### config.mk
export PLATFORM = sky130hd
export DESIGN_NAME = load_unit
export DESIGN_NICKNAME = d
export VERILOG_FILES = /design/src/rtl/load_pkg.sv /design/src/rtl/load_align.sv /design/src/rtl/load_unit.sv
export SDC_FILE = /design/constraint.sdc
export NUM_CORES = 1
export LEC_CHECK = 0
export CAP_MARGIN = 20
export CORE_MARGIN = 2
export CORE_UTILIZATION = 45
export DETAILED_ROUTE_END_ITERATION = 10
export DONT_BUFFER_PORTS = 1
export MAX_ROUTING_LAYER = met4
export PLACE_DENSITY = 0.64
export RECOVER_POWER = 50
export SYNTH_ARGS = -nofsm -noshare
export SYNTH_HDL_FRONTEND = slang
export SYNTH_SLANG_ARGS = --single-unit
### constraint.sdc
create_clock -name clk -period 2.9 [get_ports clk]
set_clock_uncertainty 0.15 [all_clocks]
set_input_delay 0.435 -clock clk [delete_from_list [all_inputs] [get_ports clk]]
set_output_delay 0.435 -clock clk [all_outputs]
set_load 0.03 [all_outputs]
### src/rtl/load_pkg.sv
// load_pkg: shared definitions for the load unit.
//   - load type codes presented on load_type (LB..LW; other codes behave as LW)
//   - data_size codes driven toward the SRAM-like port
//   - FSM state encoding
//   - helpers that map a load type to its access size and detect misalignment
package load_pkg;

    localparam logic [2:0] LT_LB  = 3'b000;
    localparam logic [2:0] LT_LBU = 3'b001;
    localparam logic [2:0] LT_LH  = 3'b010;
    localparam logic [2:0] LT_LHU = 3'b011;
    localparam logic [2:0] LT_LW  = 3'b100;

    localparam logic [1:0] SZ_BYTE = 2'd0;
    localparam logic [1:0] SZ_HALF = 2'd1;
    localparam logic [1:0] SZ_WORD = 2'd2;

    typedef enum logic [2:0] {
        ST_IDLE  = 3'd0,
        ST_REQ   = 3'd1,
        ST_WAIT  = 3'd2,
        ST_DONE  = 3'd3,
        ST_DRAIN = 3'd4
    } load_state_e;

    // Access size for a load type; unknown codes are treated as word loads.
    function automatic logic [1:0] size_of(input logic [2:0] t);
        case (t)
            LT_LB, LT_LBU: return SZ_BYTE;
            LT_LH, LT_LHU: return SZ_HALF;
            default:       return SZ_WORD;
        endcase
    endfunction

    // Natural-alignment check on the low address bits.
    function automatic logic is_misaligned(input logic [2:0] t, input logic [1:0] a);
        case (t)
            LT_LB, LT_LBU: return 1'b0;
            LT_LH, LT_LHU: return a[0];
            default:       return (a != 2'b00);
        endcase
    endfunction

endpackage

### src/rtl/load_align.sv
// load_align: combinational extraction of the addressed byte/halfword from a
// 32-bit read word, followed by sign or zero extension. Also used by the
// uncached/debug read path.
// Ports:
//   rdata_i   [31:0] raw read word
//   addr_lo_i [1:0]  byte offset of the load within the word
//   type_i    [2:0]  load type code (load_pkg LT_*)
//   result_o  [31:0] aligned, extended load data
module load_align
    import load_pkg::*;
(
    input  logic [31:0] rdata_i,
    input  logic [1:0]  addr_lo_i,
    input  logic [2:0]  type_i,
    output logic [31:0] result_o
);

    logic [7:0]  byte_v;
    logic [15:0] half_v;

    always_comb begin
        byte_v   = rdata_i[{addr_lo_i, 3'b000} +: 8];
        half_v   = addr_lo_i[1] ? rdata_i[31:16] : rdata_i[15:0];
        result_o = rdata_i;
        case (type_i)
            LT_LB:   result_o = {{24{byte_v[7]}}, byte_v};
            LT_LBU:  result_o = {24'h000000, byte_v};
            LT_LH:   result_o = {{16{half_v[15]}}, half_v};
            LT_LHU:  result_o = {16'h0000, half_v};
            default: result_o = rdata_i;
        endcase
    end

endmodule

### src/rtl/load_unit.sv
// load_unit: MEM-stage load controller. Issues one SRAM-like read per load,
// stalls the pipeline until the data returns, aligns/extends it and holds the
// result until the MEM->WB transfer.
// Ports:
//   clk, rst                 clock, asynchronous active-high reset
//   load_en, load_type,      load instruction presented by the MEM stage
//   load_addr
//   mem_advance              MEM->WB transfer, consumes the result
//   flush                    exception/eret flush of the MEM stage
//   data_req/wr/size/addr    SRAM-like request channel (data_wr tied 0)
//   data_addr_ok             request accepted
//   data_data_ok, data_rdata read response
//   load_stall               stall request to the hazard unit
//   load_result              aligned load data (valid in DONE)
//   load_adel                address error on load
//   dbg_state                current FSM state for observation
//
// Handshake: a request is transferred on a cycle where data_req && data_addr_ok;
// data_addr and data_size are held stable while data_req is high. Exactly one
// data_data_ok is expected per accepted request, no earlier than the cycle
// after acceptance; a data_data_ok seen outside WAIT/DRAIN is ignored.
module load_unit
    import load_pkg::*;
(
    input  logic        clk,
    input  logic        rst,
    input  logic        load_en,
    input  logic [2:0]  load_type,
    input  logic [31:0] load_addr,
    input  logic        mem_advance,
    input  logic        flush,
    output logic        data_req,
    output logic        data_wr,
    output logic [1:0]  data_size,
    output logic [31:0] data_addr,
    input  logic        data_addr_ok,
    input  logic        data_data_ok,
    input  logic [31:0] data_rdata,
    output logic        load_stall,
    output logic [31:0] load_result,
    output logic        load_adel,
    output load_state_e dbg_state
);

    load_state_e state_q, state_d;
    logic [2:0]  type_q, type_d;
    logic [31:0] addr_q, addr_d;
    logic [31:0] result_q, result_d;
    logic [31:0] aligned;
    logic        misaligned;

    load_align u_align (
        .rdata_i   (data_rdata),
        .addr_lo_i (addr_q[1:0]),
        .type_i    (type_q),
        .result_o  (aligned)
    );

    always_ff @(posedge clk or posedge rst) begin
        if (rst) begin
            state_q  <= ST_IDLE;
            type_q   <= LT_LB;
            addr_q   <= 32'h0;
            result_q <= 32'h0;
        end else begin
            state_q  <= state_d;
            type_q   <= type_d;
            addr_q   <= addr_d;
            result_q <= result_d;
        end
    end

    always_comb begin
        state_d    = state_q;
        type_d     = type_q;
        addr_d     = addr_q;
        result_d   = result_q;
        misaligned = is_misaligned(load_type, load_addr[1:0]);
        load_adel  = 1'b0;

        case (state_q)
            ST_IDLE: begin
                load_adel = load_en && misaligned;
                if (load_en && !misaligned && !flush) begin
                    type_d  = load_type;
                    addr_d  = load_addr;
                    state_d = ST_REQ;
                end
            end
            ST_REQ: begin
                // A flush in the accepting cycle still leaves a response in
                // flight, so that case must drain rather than go idle.
                if (data_addr_ok)
                    state_d = flush ? ST_DRAIN : ST_WAIT;
                else if (flush)
                    state_d = ST_IDLE;
            end
            ST_WAIT: begin
                if (data_data_ok) begin
                    if (flush) begin
                        state_d = ST_IDLE;
                    end else begin
                        result_d = aligned;
                        state_d  = ST_DONE;
                    end
                end else if (flush) begin
                    state_d = ST_DRAIN;
                end
            end
            ST_DONE: begin
                if (mem_advance || flush)
                    state_d = ST_IDLE;
            end
            ST_DRAIN: begin
                if (data_data_ok)
                    state_d = ST_IDLE;
            end
            default: state_d = ST_IDLE;
        endcase
    end

    assign data_req    = (state_q == ST_REQ);
    assign data_wr     = 1'b0;
    assign data_size   = size_of(type_q);
    assign data_addr   = addr_q;
    assign load_result = result_q;
    assign load_stall  = load_en && !load_adel && (state_q != ST_DONE);
    assign dbg_state   = state_q;

endmodule

==> reports/results.ini <==
[run_status]
status = completed

[clock_tree]
cts_buffers = 9
clk_pin_slew_ns = 0.08
cts.sinks = 70
cts_tree = done
clk_path_buf_depth = 2
clk_latency_ns = 0.34
root_buffer = clkbuf_8
cts.htree.levels = 3

[finish]
fill_cells = 684
area_delta_synth_final_pct = 8.79
multi_input_area_um2 = 1490
fin_area_um2 = 3700
antennaDiodeCount = 0
drive_above_1_share_pct = 23.1
final_util_pct = 50.8
regArea_um2 = 1750
fin_nets = 376

[yosys]
synth_edf_count = 0
synth_warnings = 0
postSynthCellCount = 299
avgSynthCellArea_um2 = 11.4
async_flop_share_pct = 100
syn_nets = 373
synth_seq_area_share_pct = 51.5
synth_top_area_share_pct = 51.5
synth_ff_type = dfrtp_1
ys_seq_elements = 70
synth_cell_types = 39
netlist_top_cells_area = dfrtp_1, mux2_4, a221oi_1
yosys.area.top_type = dfrtp_1
synth_area_um2 = 3400

[timing]
setup_violations = 0
fmax_mhz = 385
maxSlewHeadroom_pct = 24.4
hold_viol_final = 0
finalMaxSlewViolations = 0
period_needed_ns = 2.60
fin_tns_setup_ns = 0
min_period_over_period_pct = 89.6
rsz0062_at_grt = false
worst_pin_slew_ns = 1.13

[global_route]
grt_pass1_vias = 2377
grt_max_degree = 44
grt.overflow.total = 0
grt_pass1_wl_um = 12500
antenna_found_initial = 0
grt_usage_pct = 19.8

[floorplan]
core_area_um2 = 7290
die_w_um = 91.0
die_area_um2 = 8270
start_util_pct = 46.7
core.rowCount = 31
chipHeight_um = 91.0
ioPinCount = 147

[pwr]
ir_drop_mv = 0.535
power_density_nw_per_um2 = 1110
power.total_mw = 4.09
p_leak_nw = 1.79

[drt]
ant_nets = 0
wl_per_cell_um = 19.5
drt-total-wl_um = 7920
drcViolationCount = 0
viasPerCell = 5.63
initialDrtViolationCount = 68
firstDrtPassIters = 4
vias = 2287

[flow_run]
maxCapViolations = 0

[worst_setup_path]
endpoint_kind = output port
path_cells = or4b_4 -> nor2_1
timing_worst_setup_path_type = reg2out
slowest_stage = or4b_4
cpPeakStageDelay_ns = 0.63
start_kind = flop
critPathArrivalTime_ns = 2.01
crit_fanout = 8
cp.required_ns = 2.32

[worst_hold_path]
hold_path_class = in2reg

[placed_design]
portBuffers = 0
place_congestion = 0.784
dpl_cell_area_um2 = 3510
dp.final_hpwl_um = 5760

## placed cells by master, fill, tap and decap left out, drive strengths merged, types with 4 or more instances in the layout
master,count
a21o,9
a21oi,19
a221oi,14
buf,10
clkbuf,14
dfrtp,70
inv,10
mux2,39
mux2i,7
nand2,33
nand2b,6
nand3,4
nor2,28
nor2b,5
o21ai,8
## report_power, final
group          leakage, nW  internal (mW)  total, mW  switching [mW]
Combinational        0.838          0.500      0.939           0.439
Clock               0.0904          0.396      0.756           0.360
Sequential           0.866           1.34       2.40            1.06
Total                 1.79           2.24       4.09            1.85
## layer usage
metal / part of all wire (%) / GRT usage, %
met5: 0 / -
met4: 1.6 / 6.82
met3: 12 / 8.13
met2: 47 / 29.9
met1: 39 / 24.2
## critical path, delay by kind of cell, from the launching register on
family,cells,cell delay (ns)
and+or+nand+nor,2,1.12
DFF,1,0.56
## registers in the layout, indices dropped and copies added, names as in the netlist
signal       count
dbg_state        3
data_addr       32
load_result     32
type_q           3
## worst paths after layout
kind                       depth (start not counted)         endpoint  slack [ns]      startpoint
max                                                2        load_adel        0.30    dbg_state[2]
max reg2reg                                        4     data_addr[8]        0.54    dbg_state[2]
min                                                2  load_result[19]        0.08  data_rdata[19]
min in group asynchronous                          2  load_result[28]        0.68             rst
min reg2reg                                        1        type_q[0]        0.43       type_q[0]
max in group asynchronous                          3     data_addr[6]        1.13             rst
## cell type report
class,instances,share of cell area (%)
Multi-Input combinational cell,197,40.3
Clock inverter,4,1.28
Sequential cell,70,47.3
Clock buffer,12,3.65
Inverter,10,1.01
Tap cell,99,3.35
Timing Repair Buffer,14,3.11
## Yosys cell counts (3+ instances only)
library cell,count
dfrtp_1,70
nand2_1,32
mux2_4,29
nor2_1,27
a21oi_1,18
a221oi_1,14
clkbuf_1,12
inv_1,10
mux2_2,10
a21o_1,9
o21ai_0,8
mux2i_1,7
nand2b_1,6
buf_2,5
nor2b_1,5
buf_6,4
nand3_1,4
nor3b_1,3
o21bai_1,3
## what timing repair did
action                    CTS  global route
resized for setup           0             0
buffers inserted            0             0
hold buffers                2             0
hold endpoints to repair   28             0
## kinds of logic after synthesis
logic type             share of synthesized area [%]
and+or+nand+nor                                 12.2
DFF                                             51.5
AOI/OAI and AO/OA                               12.6
muxes                                           18.8
buffers and inverters                           4.71
other                                          0.110
## metrics by stage
step | worst slack, ns | hold slack (ns) | cells
floorplan | 0.547 | 0.355 | 299
global placement | 0.587 | 0.284 | 388
detailed placement | 0.543 | 0.282 | 388
CTS | 0.292 | 0.0634 | 406
global route | 0.256 | 0.0650 | 406
finish | 0.303 | 0.0792 | 406
Note: power is estimated with default switching activity, not from simulation.
